[src/rtl/led_ctrl_pkg.sv]
// rtl/led_ctrl_pkg.sv - shared mode encoding for the LED NCO/PWM controller
// Contents: mode_t (2-bit display mode), MODE_RESET (mode after reset/srst),
//           next_mode() (OFF -> ON -> BLINK -> BREATHE -> OFF).
package led_ctrl_pkg;

  typedef enum logic [1:0] {
    MODE_OFF     = 2'd0,
    MODE_ON      = 2'd1,
    MODE_BLINK   = 2'd2,
    MODE_BREATHE = 2'd3
  } mode_t;

  localparam mode_t MODE_RESET = MODE_BLINK;

  function automatic mode_t next_mode(input mode_t m);
    return mode_t'(m + 2'd1);
  endfunction

endpackage

[src/rtl/led_nco_channel.sv]
// rtl/led_nco_channel.sv - one LED channel: phase accumulator, tick, blink toggle, breathe ramp, LED compare
// Ports:
//   clk, resetn       clock, asynchronous active-low reset
//   srst_i            synchronous clear (same effect as reset)
//   mode_i            current display mode
//   mode_change_i     high in the cycle the mode register advances
//   pwm_cnt_i         shared free-running PWM counter
//   phase_inc_i       accumulator increment for this channel
//   brightness_i      ON-mode duty for this channel
//   tick_o            registered accumulator carry-out (one-cycle pulse)
//   led_o             registered LED drive
module led_nco_channel
  import led_ctrl_pkg::*;
#(
  parameter int ACC_WIDTH = 24,
  parameter int PWM_BITS  = 8
) (
  input  logic                 clk,
  input  logic                 resetn,
  input  logic                 srst_i,
  input  mode_t                mode_i,
  input  logic                 mode_change_i,
  input  logic [PWM_BITS-1:0]  pwm_cnt_i,
  input  logic [ACC_WIDTH-1:0] phase_inc_i,
  input  logic [PWM_BITS-1:0]  brightness_i,
  output logic                 tick_o,
  output logic                 led_o
);

  localparam logic [PWM_BITS-1:0] DUTY_MAX = '1;

  logic [ACC_WIDTH-1:0] acc_q, acc_d;
  logic                 tick_q, tick_d;
  logic                 toggle_q, toggle_d;
  logic [PWM_BITS-1:0]  duty_q, duty_d;
  logic                 dir_up_q, dir_up_d;
  logic                 led_q, led_d;

  always_comb begin
    {tick_d, acc_d} = {1'b0, acc_q} + {1'b0, phase_inc_i};

    toggle_d = toggle_q;
    duty_d   = duty_q;
    dir_up_d = dir_up_q;
    // A tick landing in the mode-change cycle is swallowed by the clear.
    if (mode_change_i) begin
      toggle_d = 1'b0;
      duty_d   = '0;
      dir_up_d = 1'b1;
    end else if (tick_q) begin
      toggle_d = ~toggle_q;
      // Triangle ramp: the end points are visited once, never repeated.
      if (dir_up_q) begin
        if (duty_q == DUTY_MAX) begin
          duty_d   = DUTY_MAX - 1'b1;
          dir_up_d = 1'b0;
        end else begin
          duty_d = duty_q + 1'b1;
        end
      end else begin
        if (duty_q == '0) begin
          duty_d   = PWM_BITS'(1);
          dir_up_d = 1'b1;
        end else begin
          duty_d = duty_q - 1'b1;
        end
      end
    end

    led_d = 1'b0;
    case (mode_i)
      MODE_OFF:     led_d = 1'b0;
      MODE_ON:      led_d = (pwm_cnt_i < brightness_i);
      MODE_BLINK:   led_d = toggle_q;
      MODE_BREATHE: led_d = (pwm_cnt_i < duty_q);
    endcase
  end

  always_ff @(posedge clk or negedge resetn) begin
    if (!resetn) begin
      acc_q    <= '0;
      tick_q   <= 1'b0;
      toggle_q <= 1'b0;
      duty_q   <= '0;
      dir_up_q <= 1'b1;
      led_q    <= 1'b0;
    end else if (srst_i) begin
      acc_q    <= '0;
      tick_q   <= 1'b0;
      toggle_q <= 1'b0;
      duty_q   <= '0;
      dir_up_q <= 1'b1;
      led_q    <= 1'b0;
    end else begin
      acc_q    <= acc_d;
      tick_q   <= tick_d;
      toggle_q <= toggle_d;
      duty_q   <= duty_d;
      dir_up_q <= dir_up_d;
      led_q    <= led_d;
    end
  end

  assign tick_o = tick_q;
  assign led_o  = led_q;

endmodule

[src/rtl/led_nco_pwm_ctrl.sv]
// rtl/led_nco_pwm_ctrl.sv - multi-channel LED driver with per-channel NCO, shared PWM and debounced mode button
// Ports:
//   clk          system clock
//   resetn       asynchronous active-low reset
//   srst         synchronous clear, active-high
//   btn_mode     raw asynchronous mode button, active-high
//   phase_inc    per-channel accumulator increment, channel k at [k*ACC_WIDTH +: ACC_WIDTH]
//   brightness   per-channel ON-mode duty, channel k at [k*PWM_BITS +: PWM_BITS]
//   led_out      registered LED drive per channel
//   tick_out     one-cycle accumulator overflow pulse per channel
//   mode_out     current mode (0 OFF, 1 ON, 2 BLINK, 3 BREATHE)
module led_nco_pwm_ctrl
  import led_ctrl_pkg::*;
#(
  parameter int NUM_CH          = 4,
  parameter int ACC_WIDTH       = 24,
  parameter int PWM_BITS        = 8,
  parameter int DEBOUNCE_CYCLES = 1000000
) (
  input  logic                        clk,
  input  logic                        resetn,
  input  logic                        srst,
  input  logic                        btn_mode,
  input  logic [NUM_CH*ACC_WIDTH-1:0] phase_inc,
  input  logic [NUM_CH*PWM_BITS-1:0]  brightness,
  output logic [NUM_CH-1:0]           led_out,
  output logic [NUM_CH-1:0]           tick_out,
  output logic [1:0]                  mode_out
);

  localparam int              DB_W    = $clog2(DEBOUNCE_CYCLES + 1);
  localparam logic [DB_W-1:0] DB_LAST = DB_W'(DEBOUNCE_CYCLES - 1);

  logic                btn_meta_q, btn_sync_q;
  logic                db_state_q, db_state_d;
  logic                db_prev_q;
  logic [DB_W-1:0]     db_cnt_q, db_cnt_d;
  logic                mode_adv;
  mode_t               mode_q, mode_d;
  logic [PWM_BITS-1:0] pwm_cnt_q;

  // Stability counter: counts consecutive cycles where the synchronised
  // button disagrees with the accepted state; any agreement restarts it.
  always_comb begin
    db_state_d = db_state_q;
    db_cnt_d   = '0;
    if (btn_sync_q != db_state_q) begin
      if (db_cnt_q == DB_LAST) begin
        db_state_d = btn_sync_q;
      end else begin
        db_cnt_d = db_cnt_q + 1'b1;
      end
    end
  end

  // Press (not release) of the debounced button; acted on one edge later.
  assign mode_adv = db_state_q & ~db_prev_q;

  // Mode state register
  always_ff @(posedge clk or negedge resetn) begin
    if (!resetn) begin
      mode_q <= MODE_RESET;
    end else if (srst) begin
      mode_q <= MODE_RESET;
    end else begin
      mode_q <= mode_d;
    end
  end

  // Mode next-state
  always_comb begin
    mode_d = mode_q;
    if (mode_adv) begin
      mode_d = next_mode(mode_q);
    end
  end

  // Mode output
  always_comb begin
    mode_out = mode_q;
  end

  always_ff @(posedge clk or negedge resetn) begin
    if (!resetn) begin
      btn_meta_q <= 1'b0;
      btn_sync_q <= 1'b0;
      db_state_q <= 1'b0;
      db_prev_q  <= 1'b0;
      db_cnt_q   <= '0;
      pwm_cnt_q  <= '0;
    end else if (srst) begin
      btn_meta_q <= 1'b0;
      btn_sync_q <= 1'b0;
      db_state_q <= 1'b0;
      db_prev_q  <= 1'b0;
      db_cnt_q   <= '0;
      pwm_cnt_q  <= '0;
    end else begin
      btn_meta_q <= btn_mode;
      btn_sync_q <= btn_meta_q;
      db_state_q <= db_state_d;
      db_prev_q  <= db_state_q;
      db_cnt_q   <= db_cnt_d;
      pwm_cnt_q  <= pwm_cnt_q + 1'b1;
    end
  end

  for (genvar k = 0; k < NUM_CH; k++) begin : gen_ch
    led_nco_channel #(
      .ACC_WIDTH (ACC_WIDTH),
      .PWM_BITS  (PWM_BITS)
    ) u_ch (
      .clk           (clk),
      .resetn        (resetn),
      .srst_i        (srst),
      .mode_i        (mode_q),
      .mode_change_i (mode_adv),
      .pwm_cnt_i     (pwm_cnt_q),
      .phase_inc_i   (phase_inc[k*ACC_WIDTH +: ACC_WIDTH]),
      .brightness_i  (brightness[k*PWM_BITS +: PWM_BITS]),
      .tick_o        (tick_out[k]),
      .led_o         (led_out[k])
    );
  end

endmodule

[config.mk]
export PLATFORM = sky130hd
export DESIGN_NAME = led_nco_pwm_ctrl
export DESIGN_NICKNAME = d
export VERILOG_FILES = /design/src/rtl/led_ctrl_pkg.sv /design/src/rtl/led_nco_channel.sv /design/src/rtl/led_nco_pwm_ctrl.sv
export SDC_FILE = /design/constraint.sdc
export NUM_CORES = 1
export LEC_CHECK = 0
export ABC_AREA = 1
export CORE_UTILIZATION = 45
export DETAILED_ROUTE_END_ITERATION = 8
export MAX_ROUTING_LAYER = met4
export SYNTH_ARGS = -nofsm -noshare
export SYNTH_HDL_FRONTEND = slang
export SYNTH_HIERARCHICAL = 1
export SYNTH_SLANG_ARGS = --single-unit
[constraint.sdc]
create_clock -name clk -period 2 [get_ports clk]
set_input_delay 0.5 -clock clk [delete_from_list [all_inputs] [get_ports clk]]
set_output_delay 0.5 -clock clk [all_outputs]
set_load 0.02 [all_outputs]
==> results of run 1 <==
final cells by class:
type | instances | area (um2)
Fill cell | 3638 | 16200
Clock buffer | 18 | 429
Inverter | 487 | 1830
Antenna cell | 1 | 2.50
Tap cell | 468 | 586
Clock inverter | 14 | 154
Multi-Input combinational cell | 1934 | 10500
Sequential cell | 178 | 4460
Timing Repair Buffer | 291 | 2610
per-stage QoR:
stage	utilization (%)	cells	power [mW]
floorplan	-	2617	12.2
global placement	54.2	3357	16.0
detailed placement	54.2	3357	16.1
CTS	55.8	3390	19.7
global route	55.9	3391	21.5
finish	55.9	3391	19.6
power by group through the flow:
stage | Sequential (mW) | Combinational [mW] | Clock, mW
5_1_grt | 4.88 | 12.9 | 3.75
3_3_place_gp | 4.87 | 11.1 | 0
6_report | 4.81 | 11.3 | 3.49
3_5_place_dp | 4.88 | 11.2 | 0
4_1_cts | 4.81 | 11.3 | 3.61
2_1_floorplan | 4.75 | 7.49 | 0
how the worst max path moves through the flow:
| stage | cells after the start | start | to | slack [ns] |
|---|---|---|---|---|
| 4_1_cts | 1 | mode_out[0] | mode_out[0] | 0.04 |
| 5_1_grt | 13 | phase_inc[48] | gen_ch[2].u_ch/acc_q[12] | -0.007 |
| 3_3_place_gp | 14 | phase_inc[0] | gen_ch[0].u_ch/tick_o | -0.41 |
| 2_1_floorplan | 13 | phase_inc[24] | gen_ch[1].u_ch/tick_o | 0.09 |
| 6_report | 14 | phase_inc[24] | gen_ch[1].u_ch/tick_o | 0.08 |
| 3_5_place_dp | 14 | phase_inc[24] | gen_ch[1].u_ch/tick_o | -0.43 |
critical path: stages:
cell             delay, ns
clkdlybuf4s50_1       0.40
ha_1                  0.23
fa_2                  0.36
nand2_1               0.09
nand2_1               0.07
and2_4                0.15
nand2_2               0.07
nand2_4               0.06
nand2_2               0.07
nand2_2               0.06
nand2_1               0.05
nand2_1               0.04
nand2_1               0.06
inv_1                 0.05
repair_timing:
action,4_1_cts,5_1_grt
hold buffers,1,0
pin swaps,0,1
hold endpoints to repair,12,0
gates resized for setup,6,13
endpoints found under the setup margin,5,20
state kept, by name, summed over array words and instances, names as in the netlist, 2 cells and up:
name	flops
db_cnt_q	20
gen_ch.u_ch/acc_q	96
gen_ch.u_ch/dir_up_q	4
gen_ch.u_ch/duty_q	32
gen_ch.u_ch/led_o	4
gen_ch.u_ch/tick_o	4
gen_ch.u_ch/toggle_q	4
mode_out	2
pwm_cnt_q	8
layer usage:
| metal | up-vias | track usage, % |
|---|---|---|
| li1 | 8736 | - |
| met1 | 7543 | 33.4 |
| met3 | 40 | 2.87 |
| met2 | 256 | 43.1 |
| met4 | 0 | 5.54 |
| met5 | - | - |
synth_stat cells, types with 4 or more instances:
cell type,instances
nand2_1,826
inv_1,430
nor2_1,280
dfrtp_1,173
ha_1,166
a21oi_1,142
nand3_1,122
o21ai_0,60
nand2_2,56
inv_2,46
nor2_2,43
o21ai_1,31
nand4_1,30
nand3_2,26
nor3_1,24
nor2_4,23
xor2_1,14
buf_2,12
clkinv_1,11
o21a_1,11
a21oi_2,10
nand3b_1,10
xnor2_1,10
and2_4,6
o211ai_1,6
dfstp_2,5
nor3_2,5
fa_1,4
nand2_4,4
o21bai_1,4
logic make-up after synthesis:
group           after synthesis
compound gates              279
xor+xnor                     24
fa+ha+maj                   170
buf+inv                     505
flops                       178
simple gates               1461
==> results.toml, run 1 <==
[logic_synthesis]
synth_top_family_by_area = "simple AND/OR/NAND/NOR gates"
synth-simple-area-share_pct = 38.7
synth_area_um2 = 16800
synth_top_area_cell = "dfrtp_1"
synth_compound_gate_area_share_pct = 9.09
synthDominantCellAreaShare_pct = 25.7
synthTopCellsByArea = "dfrtp_1 26%, nand2_1 18%, ha_1 12%, inv_1 9.6%, nor2_1 6.2%"
yosysUniqueCellTypes = 45
synth_enable_flop_cells = 0
yosys_warnings = 6
synthXorXnorAreaFrac_pct = 1.25
synthFlopType = "dfrtp_1"
synthCells = 2617
synth_seq_cells = 178
ys_async_sr_fraction_pct = 100
seq_area_frac_synth_pct = 26.5
syn_avg_cell_area_um2 = 6.43
synthAdderAreaFrac_pct = 12.8
synthMuxAreaShare_pct = 0
synth_nets = 2919

[drt]
wl_met2_um = 21800
dr_wl_met3_um = 1340
ant_nets = 0
via_per_inst = 4.89
wl_um = 46200
wl_met1_um = 22500
detail_route.iter0.violations = 863
firstDrtPassIters = 5
top_layer = "met4"
vias = 16600
drc = 0
routedWlPerCell_um = 13.6

[global_route]
grt_pass1_wl_um = 77700
overflow = 0
grt_max_degree = 58
grt_antenna_before_repair = 1
grt.total_usage_pct = 25.7
grt_pass1_vias = 16200

[power_and_ir_drop]
p_int_mw = 10.9
p_leak_nw = 11.4
power_density_nw_per_um2 = 957
irDropWorstVdd_uv = 606
switching_share_pct = 44.6
p_comb_share_pct = 57.8
switching_power_mw = 8.76
seqPwrFrac_pct = 24.5
power_frac_clock_pct = 17.8

[floorplan]
ioPinCount = 142
dieHeight_um = 195
die_w_um = 195
start_util_pct = 45.9
fp-row-count = 70
core_area_um2 = 36700
fp.dieArea_um2 = 38200

[place]
dp_hpwl_um = 37000
pre_cts_slack_ns = -0.428
place.gp.congestion = 0.956
placed_area_um2 = 19900
portBuffers = 141

[sta]
setup_tns_ns = 0
slew_violations = 0
whs_ns = 0.478
skew_ns = 0.0114
final.min_clock_period_ns = 1.92
hold_violations = 0
period_share_pct = 96.0
setup_ws_ns = 0.0792
fmax_mhz = 521
worstMarginPinSlew_ns = 0.823
max_slew_margin_pct = 45.1
setup_viol = 0

[critical_path]
cp.arrival_ns = 2.26
r2r_slack_ns = 0.18
r2r-start = "gen_ch[1].u_ch/acc_q[0]"
crit_fanout = 3
worstSetupPathType = "in -> reg"
r2r-end = "gen_ch[1].u_ch/tick_o"
cp-start-kind = "primary input"
end_kind = "register"
r2r_cells = 13
cp.required_ns = 2.34

[flow_run]
maxCapViolCount = 0

[cts]
cts_tree = "done"
cts_max_level = 4
cts_made_buffers = 17
clkSlewWorstSetupHoldPaths_ns = 0.08
clock-sinks = 178
clockBufferDepth = 2
clock_latency_ns = 0.45
cts_setup_buffers = 0
clockRootBuffer = "clkbuf_16"

[final_layout]
design_area_um2 = 20500
fin_nets = 3211
drive_gt1_share_pct = 14.7
areaGrowthSynthToFinish_pct = 22.0
layout_common_cells = "825 x nand2_1, 430 x inv_1, 278 x nor2_1, 172 x dfrtp_1, 161 x ha_1"
final_common_cell = "nand2_1"

[min_path]
hold_path.class = "in -> async"

[status]
status = "completed"
(Power assumes the default switching activity.)
==> inputs of run 2 (changes only) <==
--- a/config.mk
+++ b/config.mk
@@ -8,6 +8,7 @@
 export ABC_AREA = 1
 export CORE_UTILIZATION = 45
 export DETAILED_ROUTE_END_ITERATION = 8
+export GPL_TIMING_DRIVEN = 0
 export MAX_ROUTING_LAYER = met4
 export SYNTH_ARGS = -nofsm -noshare
 export SYNTH_HDL_FRONTEND = slang
==> run 2 against run 1 <==
The run now ends with negative hold slack left. Core utilization down 2.3 points. Clock skew down 0.00086 ns. Cell count down 3.6%. Via count down 2.9%. Critical path depth down 4. Clock power about the same. Critical path type unchanged. Highest routed layer unchanged.
==> results.toml, run 2 (same netlist as run 1, synthesis figures left out) <==
[status]
status = "finished with violations"
failed_checks = "negative hold slack"

[sta]
slew_violations = 0
fmax_mhz = 522
max_slew_margin_pct = 58.1
final.min_clock_period_ns = 1.92
setup_tns_ns = 0
skew_ns = 0.0106
setup_ws_ns = 0.0831
hold_violations = 3
period_share_pct = 95.8
setup_viol = 0
rsz0062_at_grt = "false"
worstMarginPinSlew_ns = 0.628
whs_ns = -0.00727

[critical_path]
crit_fanout = 6
worstSetupPathType = "in -> reg"
cp-start-kind = "primary input"
cp.required_ns = 2.33
r2r_cells = 13
r2r-start = "gen_ch[0].u_ch/acc_q[0]"
r2r-end = "gen_ch[0].u_ch/tick_o"
r2r_slack_ns = 0.10
end_kind = "register"
cp.arrival_ns = 2.25

[global_route]
grt_max_degree = 108
grt_antenna_before_repair = 2
grt_pass1_wl_um = 74300
overflow = 0
grt_pass1_vias = 15400
grt.total_usage_pct = 24.7

[drt]
wl_um = 44100
ant_nets = 0
vias = 16100
firstDrtPassIters = 5
detail_route.iter0.violations = 935
routedWlPerCell_um = 13.5
via_per_inst = 4.93
drc = 0

[final_layout]
areaGrowthSynthToFinish_pct = 16.8
design_area_um2 = 19700
regMostFlops = "gen_ch.u_ch/acc_q"
largest_register_ffs = 96
fin_nets = 3087
top_regs = "gen_ch.u_ch/acc_q x96, gen_ch.u_ch/duty_q x32, db_cnt_q x20"
finish.utilization_pct = 53.6
layout_common_cells = "822 x nand2_1, 430 x inv_1, 278 x nor2_1, 170 x dfrtp_1, 159 x ha_1"
final_common_cell = "nand2_1"
drive_gt1_share_pct = 11.5
multi_input_area_um2 = 10500
fillers = 3681
seqCellArea_um2 = 4470
final_cells = 3268

[power_and_ir_drop]
irDropWorstVdd_uv = 650
power_density_nw_per_um2 = 927
power_mw = 18.2
p_leak_nw = 10.8

[cts]
clock-sinks = 178
cts_made_buffers = 17
clock_latency_ns = 0.45
clockRootBuffer = "clkbuf_16"
clockBufferDepth = 2
clkSlewWorstSetupHoldPaths_ns = 0.07
cts_tree = "done"
cts_max_level = 4
cts_hold_buffers = 0

[place]
pre_cts_slack_ns = -0.874
placed_area_um2 = 18900
place.gp.congestion = 0.914
dp_hpwl_um = 34900
portBuffers = 141
numPlacedInstances = 3227

[floorplan]
fp.dieArea_um2 = 38200
core_area_um2 = 36700
ioPinCount = 142
dieHeight_um = 195
die_w_um = 195
fp-row-count = 70
start_util_pct = 45.9

[flow_run]
maxCapViolCount = 0

[min_path]
hold_path.class = "in -> async"
## run 2: changes by cell type in the layout (fill, tap and decap cells not counted), sizes merged, moves of 2 or more
cell,before,now
inv,481,476
clkdlybuf4s50,134,128
clkdlybuf4s15,0,2
buf,150,23
clkbuf,19,25
dlymetal6s2s,0,5
## run 2: final cells by class
cell class / count / area share [%]
Antenna cell: 2 / 0.0255
Buffer: 18 / 0.649
Clock buffer: 21 / 2.39
Clock inverter: 11 / 0.662
Inverter: 487 / 9.30
Multi-Input combinational cell: 1934 / 53.6
Sequential cell: 178 / 22.7
Tap cell: 468 / 2.98
Timing Repair Buffer: 149 / 7.66
## run 2: how the worst max path moves through the flow
stage	to	cells past startpoint	startpoint
after CTS	gen_ch[3].u_ch/duty_q[6]	10	db_state_q
after global placement	gen_ch[3].u_ch/acc_q[5]	1	resetn
after detailed placement	gen_ch[3].u_ch/duty_q[6]	10	srst
final	gen_ch[2].u_ch/acc_q[15]	10	phase_inc[50]
after floorplan	gen_ch[1].u_ch/tick_o	13	phase_inc[24]
after global routing	gen_ch[0].u_ch/acc_q[20]	11	phase_inc[11]
## run 2: power breakdown
group          internal [mW]  total, mW  switching, mW
clock                   1.95       3.50           1.55
combinational           3.54       9.96           6.42
sequential              4.39       4.77          0.373
## run 2: layer usage
| metal | wire length, um | track usage, % | up-vias |
|---|---|---|---|
| met5 | 0 | - | - |
| met4 | 733 | 6.56 | 0 |
| met3 | 1490 | 2.97 | 43 |
| met2 | 20400 | 40.6 | 297 |
| met1 | 21400 | 32.0 | 7268 |
| li1 | - | - | 8491 |
## run 2: repair_timing
item                       in CTS  in global routing
hold endpoints to repair        0                  0
gates resized for setup        22                 30
setup endpoints to repair     117                 36
buffers inserted                0                  7
pin swaps                       0                  4
## run 2: critical path, stage by stage
cell,delay (ns)
clkdlybuf4s50_1,0.42
ha_1,0.39
nand2_1,0.11
nand3_1,0.19
nand2_1,0.11
nand2_1,0.14
a21oi_2,0.23
nand2_1,0.07
nand2_1,0.06
nor2_1,0.04
